File: config.mk
export PLATFORM = sky130hd
export DESIGN_NAME = mandelbrot_frame_scheduler
export DESIGN_NICKNAME = d
export VERILOG_FILES = /design/src/rtl/mandelbrot_frame_scheduler.sv
export SDC_FILE = /design/constraint.sdc
export NUM_CORES = 1
export LEC_CHECK = 0
export ABC_AREA = 1
export CAP_MARGIN = 10
export CORE_UTILIZATION = 60
export CTS_CLUSTER_SIZE = 30
export DETAILED_ROUTE_END_ITERATION = 10
export DONT_BUFFER_PORTS = 1
export PLACE_DENSITY = 0.81
export SYNTH_ARGS = -nofsm -noshare
export SYNTH_HDL_FRONTEND = slang
export SYNTH_SLANG_ARGS = --single-unit
export TNS_END_PERCENT = 30
File: constraint.sdc
create_clock -name clk -period 2.5 [get_ports clk]
set_clock_uncertainty 0.2 [all_clocks]
set_input_delay 0.625 -clock clk [delete_from_list [all_inputs] [get_ports clk]]
set_output_delay 0.625 -clock clk [all_outputs]
set_load 0.05 [all_outputs]
File: src/rtl/mandelbrot_frame_scheduler.sv
// Raster-order pixel sequencer for one Mandelbrot frame.
// Keeps one pixel in flight between the calculator and the frame buffer.
module mandelbrot_frame_scheduler #(
  parameter int          H_ACTIVE = 64,
  parameter int          V_ACTIVE = 48,
  parameter logic [31:0] X_MIN    = 32'hFE000000,
  parameter logic [31:0] X_STEP   = 32'h000C0000,
  parameter logic [31:0] Y_MIN    = 32'hFF000000,
  parameter logic [31:0] Y_STEP   = 32'h000AAAAA,
  parameter int          AW       = $clog2(H_ACTIVE*V_ACTIVE)
) (
  input  logic          clk,
  input  logic          reset,
  input  logic          frame_start,
  input  logic          abort,
  output logic          busy,
  output logic          frame_done,
  input  logic          calc_rdy,
  output logic          calc_start,
  output logic [31:0]   calc_real,
  output logic [31:0]   calc_imag,
  input  logic          calc_out_rdy,
  input  logic [31:0]   calc_colour,
  output logic          fb_we,
  input  logic          fb_ready,
  output logic [AW-1:0] fb_addr,
  output logic [8:0]    fb_data
);

  localparam int XW = (H_ACTIVE > 1) ? $clog2(H_ACTIVE) : 1;
  localparam int YW = (V_ACTIVE > 1) ? $clog2(V_ACTIVE) : 1;

  localparam logic [XW-1:0] X_LAST = XW'(H_ACTIVE - 1);
  localparam logic [YW-1:0] Y_LAST = YW'(V_ACTIVE - 1);

  typedef enum logic [2:0] {
    IDLE,
    ISSUE,
    WAIT,
    WRITE,
    DONE
  } state_e;

  state_e          state_q;
  logic [XW-1:0]   x_q;
  logic [YW-1:0]   y_q;
  logic [AW-1:0]   addr_q;
  logic [31:0]     real_q;
  logic [31:0]     imag_q;
  logic [8:0]      data_q;
  logic            busy_q;
  logic            done_q;
  logic            we_q;

  logic            last_px_d;
  logic            wr_acc_d;
  logic [8:0]      sat_d;

  assign last_px_d = (x_q == X_LAST) && (y_q == Y_LAST);
  assign wr_acc_d  = we_q && fb_ready;
  assign sat_d     = (calc_colour > 32'd511) ? 9'h1FF
                                             : calc_colour[8:0];

  // Start pulse is qualified in the same cycle the calculator reports ready.
  assign calc_start = (state_q == ISSUE) && calc_rdy
                   && !abort && !reset;

  assign busy       = busy_q;
  assign frame_done = done_q;
  assign calc_real  = real_q;
  assign calc_imag  = imag_q;
  assign fb_we      = we_q;
  assign fb_addr    = addr_q;
  assign fb_data    = data_q;

  always_ff @(posedge clk) begin
    if (reset) begin
      state_q <= IDLE;
      x_q     <= '0;
      y_q     <= '0;
      addr_q  <= '0;
      real_q  <= X_MIN;
      imag_q  <= Y_MIN;
      data_q  <= '0;
      busy_q  <= 1'b0;
      done_q  <= 1'b0;
      we_q    <= 1'b0;
    end else if (abort && (state_q != IDLE)) begin
      state_q <= IDLE;
      busy_q  <= 1'b0;
      done_q  <= 1'b0;
      we_q    <= 1'b0;
    end else begin
      done_q <= 1'b0;
      unique case (state_q)
        IDLE: begin
          if (frame_start) begin
            state_q <= ISSUE;
            busy_q  <= 1'b1;
            x_q     <= '0;
            y_q     <= '0;
            addr_q  <= '0;
            real_q  <= X_MIN;
            imag_q  <= Y_MIN;
          end
        end
        ISSUE: begin
          if (calc_rdy) begin
            state_q <= WAIT;
          end
        end
        WAIT: begin
          if (calc_out_rdy) begin
            data_q  <= sat_d;
            we_q    <= 1'b1;
            state_q <= WRITE;
          end
        end
        WRITE: begin
          if (wr_acc_d) begin
            we_q <= 1'b0;
            if (last_px_d) begin
              state_q <= DONE;
              done_q  <= 1'b1;
              busy_q  <= 1'b0;
            end else begin
              state_q <= ISSUE;
              addr_q  <= addr_q + AW'(1);
              if (x_q != X_LAST) begin
                x_q    <= x_q + XW'(1);
                real_q <= real_q + X_STEP;
              end else begin
                x_q    <= '0;
                y_q    <= y_q + YW'(1);
                real_q <= X_MIN;
                imag_q <= imag_q + Y_STEP;
              end
            end
          end
        end
        DONE: begin
          state_q <= IDLE;
        end
        default: begin
          state_q <= IDLE;
        end
      endcase
    end
  end

endmodule
==> results of run 1 <==
[worst paths after layout]
check,to,cells past startpoint,from
max,fb_addr[3]$_SDFFE_PP0P_,9,x_q[0]$_SDFFE_PP0P_
min,fb_addr[1]$_SDFFE_PP0P_,1,reset
max reg2reg,fb_addr[3]$_SDFFE_PP0P_,9,x_q[0]$_SDFFE_PP0P_
min reg2reg,calc_real[18]$_SDFFE_PP0P_,2,calc_real[18]$_SDFFE_PP0P_
[layout make-up]
| cell class | count | area (µm²) | share of cell area |
|---|---|---|---|
| clock buffer | 11 | 131 | 0.0233 |
| timing repair buffer | 59 | 455 | 0.0808 |
| sequential | 84 | 1680 | 0.298 |
| multi-input combinational | 614 | 2820 | 0.500 |
| clock inverter | 5 | 37.5 | 0.00666 |
| inverter | 99 | 379 | 0.0673 |
| tap | 105 | 131 | 0.0233 |
[kinds of logic after synthesis]
| logic type | after synthesis | share of synthesized area |
|---|---|---|
| simple gates | 482 | 0.410 |
| buf+inv | 138 | 0.129 |
| compound gates | 101 | 0.104 |
| flops | 84 | 0.333 |
| xor+xnor | 6 | 0.0104 |
| fa+ha+maj | 5 | 0.0124 |
| other cells | 1 | 0.000744 |
[cell usage in the layout (no fill, tap or decap), types with 2 or more instances in the layout]
| cell type | instances |
|---|---|
| inv_1 | 94 |
| nand3_4 | 2 |
| nand2_1 | 218 |
| xnor2_1 | 3 |
| a21oi_1 | 53 |
| nand3b_1 | 2 |
| or2_2 | 3 |
| o21ai_0 | 35 |
| o211ai_1 | 2 |
| nand4_1 | 15 |
| clkbuf_8 | 9 |
| clkinvlp_4 | 2 |
| buf_4 | 58 |
| a31oi_1 | 2 |
| inv_2 | 4 |
| xor2_1 | 3 |
| nand2_2 | 3 |
| nor2_1 | 128 |
| dfxtp_1 | 84 |
| nor3_1 | 26 |
| ha_1 | 5 |
| conb_1 | 19 |
| o21ai_1 | 5 |
| clkbuf_1 | 2 |
| nor2_4 | 4 |
| nand3_1 | 70 |
| nor4_1 | 5 |
| nor3b_1 | 2 |
[per-layer routing]
metal,GRT usage,up-vias,routed length [µm]
li1,-,2678,-
met1,0.350,2412,5500
met2,0.498,152,6240
met3,0.0615,17,658
met4,0.106,0,189
met5,0,-,0
[flip-flops by register name, summed over array words and instances (netlist names)]
name,count
frame_done,1
busy,1
x_q,6
fb_we,1
calc_imag,31
fb_addr,12
fb_data,9
y_q,6
state_q,3
calc_real,14
[what timing repair did]
item                       in CTS  in global routing
hold endpoints to repair        0                  0
setup endpoints to repair       0                 33
setup buffers                   0                  2
gates resized for setup         0                  5
hold buffers                    0                  0
[report_power, final]
| part | internal, mW | switching [mW] | total, mW | leakage (nW) |
|---|---|---|---|---|
| combinational | 0.720 | 1.85 | 2.57 | 1.75 |
| sequential | 1.52 | 0.276 | 1.79 | 0.681 |
| clock | 0.366 | 0.515 | 0.880 | 0.0799 |
| total | 2.60 | 2.64 | 5.24 | 2.51 |
==> results_dict.tcl, run 1 <==
set metrics [dict create \
    vias_per_cell 5.38 \
    critPathMaxFanout 18 \
    postRouteAntennaNets 0 \
    crit_type "reg -> reg" \
    relSlewSlack 0.554 \
    rsz0062_at_grt "no" \
    end_kind "register" \
    min_period_ps 2280 \
    synth_ff_type "dfxtp_1" \
    final_area_mm2 0.00563 \
    placed_cell_area_mm2 0.00541 \
    clockBufferDepth 2 \
    detail_route.first_pass.iterations 5 \
    drive_gt1_frac 0.109 \
    hpwlAfterDp_um 9380 \
    die-width_um 93.7 \
    cp.required_ps 2550 \
    gp_congestion 0.904 \
    crit_top_cell "nor2_1" \
    syn_to_final_growth_pct 11.7 \
    drv_slew 0 \
    start_kind "register" \
    regToRegSetupSlack_ps 220 \
    die_h_um 93.7 \
    timing.final.crit_share 0.910 \
    num_rows 33 \
    ys_top_cells_by_count "nand2_1 (218), nor2_1 (129), inv_1 (94)" \
    syn-cell-area_mm2 0.00504 \
    p_per_area_mw_per_mm2 930 \
    hold_violations 0 \
    cpPeakStageDelay_ps 410 \
    holdCritPathClass "in -> reg" \
    antenna_found_initial 0 \
    path_delay_family "simple AND/OR/NAND/NOR gates" \
    setup-violations-final 0 \
    hold_slack_ps 129 \
    cts-root-buf "clkbuf_8" \
    grtUsageTotal 0.288 \
    async_flop_share 0 \
    grt_start_max_net_pins 26 \
    layout.nets 911 \
    totalWireLength_um 12600 \
    clock-sinks 84 \
    synth.top_cell.area_share 0.333 \
    netlist_instances 817 \
    fill_cells 744 \
    critPathBufInv 1 \
    arrival_ps 2330 \
    path_cells "ha_1 > nand3_1 > nor2_2 > nand3_4 > nand2_2 > buf_4 > nor2_1 > o21ai_0 > nor2_1" \
    cts_tree "done" \
    n_antenna_cell 0 \
    drc 0 \
    first_global_vias 4754 \
    finalPower_mw 5.24 \
    ir_drop_mv 0.715 \
    clk_latency_ps 350 \
    fin_cells 977 \
    ys_types 38 \
    ys_seq_area_frac 0.333 \
    tightest_slew_ps 668 \
    dr.first_iter.drc_count 262 \
    initial_core_util 0.617 \
    p_leak_nw 2.51 \
    setup_ws_ps 224 \
    cts.reportedPaths.clkPinSlew_ps 90 \
    dp_slack_ps 151 \
    grt.overflow.total 0 \
    wl_per_cell_um 12.9 \
    synth_most_common_cell "nand2_1" \
    ys_warn_count 0 \
    drv_cap 0 \
    die_area_mm2 0.00878 \
    dp_cells 958 \
    io_buffers 0 \
    grt_pass1_wl_um 20500 \
    htreeDepth 3 \
    synth.largest_area_cell "dfxtp_1" \
    max_freq_mhz 439 \
    core_area_mm2 0.00818 \
    status "finished clean" \
    vias 5259 \
    pin_count 128 \
    cts_buffers 9 \
    setup_tns_ps 0 \
    final_core_utilization 0.689 \
    avgSynthCellArea_um2 6.17 \
    synth-edff-count 0 \
    synth-seq-cells 84 \
    yosys-top-cells-area "dfxtp_1 (33%), nand2_1 (16%), nor2_1 (9.6%)" \
    cp_slowest_cell "dfxtp_1" \
]
Power figures use the tool's default switching activity.
==> run 2: changes to the inputs <==
--- a/config.mk
+++ b/config.mk
@@ -7,11 +7,11 @@
 export LEC_CHECK = 0
 export ABC_AREA = 1
 export CAP_MARGIN = 10
-export CORE_UTILIZATION = 60
+export CORE_UTILIZATION = 64
 export CTS_CLUSTER_SIZE = 30
 export DETAILED_ROUTE_END_ITERATION = 10
 export DONT_BUFFER_PORTS = 1
-export PLACE_DENSITY = 0.81
+export PLACE_DENSITY = 0.85
 export SYNTH_ARGS = -nofsm -noshare
 export SYNTH_HDL_FRONTEND = slang
 export SYNTH_SLANG_ARGS = --single-unit
==> run 2 against run 1 <==
  * Register-to-register slack worse by 70 ps
  * Sequential power hardly changed
  * Critical endpoint is now x_q[2]$_SDFFE_PP0P_
  * Critical path depth stayed put
  * Setup slack worse by 73 ps
==> results_dict.tcl, run 2 (synthesis results as in run 1) <==
set metrics [dict create \
    antenna_found_initial 0 \
    tightest_slew_ps 669 \
    clock-sinks 84 \
    core_area_mm2 0.00769 \
    max_freq_mhz 426 \
    hold_depth 1 \
    top_layer_used "met4" \
    die_area_mm2 0.00824 \
    final_common_cell "nand2_1" \
    pin_count 128 \
    hpwlAfterDp_um 9360 \
    drc 0 \
    ir_drop_mv 0.912 \
    dr.first_iter.drc_count 302 \
    end_kind "register" \
    die_h_um 90.8 \
    largest_reg_flops 31 \
    setup_tns_ps 0 \
    drv_slew 0 \
    io_buffers 0 \
    grt_pass1_wl_um 21200 \
    dr_wl_met2_um 6240 \
    n_antenna_cell 0 \
    drv_cap 0 \
    arrival_ps 2440 \
    relSlewSlack 0.553 \
    holdCritPathClass "in -> reg" \
    layout.nets 905 \
    min_period_ps 2350 \
    detail_route.first_pass.iterations 7 \
    postRouteAntennaNets 0 \
    num_rows 32 \
    totalWireLength_um 12600 \
    critPathMaxFanout 11 \
    clockBufferDepth 2 \
    regToRegSetupSlack_ps 150 \
    timing.final.crit_share 0.940 \
    status "finished clean" \
    grt_start_max_net_pins 26 \
    final_cell_mix "nand2_1 (218), nor2_1 (129), inv_1 (94), dfxtp_1 (84), nand3_1 (70)" \
    cp.required_ps 2590 \
    start_kind "register" \
    first_global_vias 4965 \
    crit_type "reg -> reg" \
    initial_core_util 0.656 \
    hold_violations 0 \
    rr_worst_depth 9 \
    rsz0062_at_grt "no" \
    p_leak_nw 2.51 \
    grtUsageTotal 0.313 \
    clk_latency_ps 360 \
    vias_per_cell 5.46 \
    drive_gt1_frac 0.103 \
    gp_congestion 0.933 \
    cts_tree "done" \
    fill_cells 664 \
    die-width_um 90.8 \
    dr_wl_met3_um 765 \
    cts.reportedPaths.clkPinSlew_ps 90 \
    syn_to_final_growth_pct 11.6 \
    wirelength_met1_um 5240 \
    vias 5288 \
    p_per_area_mw_per_mm2 942 \
    htreeDepth 3 \
    cts_buffers 9 \
    cts-root-buf "clkbuf_8" \
    setup-violations-final 0 \
    grt.overflow.total 0 \
    multi_input_area_mm2 0.00280 \
    hold_slack_ps 126 \
    seq_area_mm2 0.00168 \
    wl_per_cell_um 13.0 \
]
[run 2: report_power, final]
| group | internal, mW | total, mW | switching (mW) |
|---|---|---|---|
| combinational | 0.689 | 2.51 | 1.82 |
| sequential | 1.52 | 1.79 | 0.269 |
| clock | 0.494 | 1.01 | 0.516 |
| total | 2.70 | 5.30 | 2.60 |
[run 2: path summary, 6_finish.rpt]
kind                              start                         end
max                 x_q[0]$_SDFFE_PP0P_         x_q[2]$_SDFFE_PP0P_
min                               reset     fb_addr[1]$_SDFFE_PP0P_
max reg2reg         x_q[0]$_SDFFE_PP0P_         x_q[2]$_SDFFE_PP0P_
min reg2reg  calc_real[24]$_SDFFE_PP0P_  calc_real[24]$_SDFFE_PP0P_
[run 2: layer usage]
layer  vias up  track usage
met2       174        0.562
li1       2662            -
met5         -            0
met4         0        0.126
met3        26       0.0665
met1      2426        0.359
[run 2: timing repair]
action | in CTS | in global routing
setup endpoints to repair | 0 | 16
gates resized for setup | 0 | 2
hold buffers | 0 | 0
setup buffers | 0 | 0
[run 2: cell type report]
type / instances / area share
sequential: 84 / 0.299
timing repair buffer: 54 / 0.0787
inverter: 99 / 0.0664
multi-input combinational: 613 / 0.498
clock inverter: 5 / 0.0107
clock buffer: 11 / 0.0251
tap: 102 / 0.0227
[run 2: through the flow]
stage / utilization / cells / power, mW / setup slack, ps / area [µm²]
floorplan: - / 835 / 3.77 / 162 / 5130
global placement: 0.705 / 952 / 4.20 / 308 / 5420
detailed placement: 0.705 / 952 / 4.30 / 149 / 5420
CTS: 0.731 / 968 / 5.30 / 126 / 5620
global route: 0.732 / 968 / 5.67 / 1.65 / 5630
finish: 0.732 / 968 / 5.30 / 151 / 5630
[run 2: worst max-delay path, cell delays in order, from the launching register on]
cell and delay [ps]:
dfxtp_1 400, ha_1 220, nand3_1 130, nor2_1 250
nand3_2 240, nand3_4 270, nand2_4 120, inv_2 210
nand2_1 90, a21oi_1 130
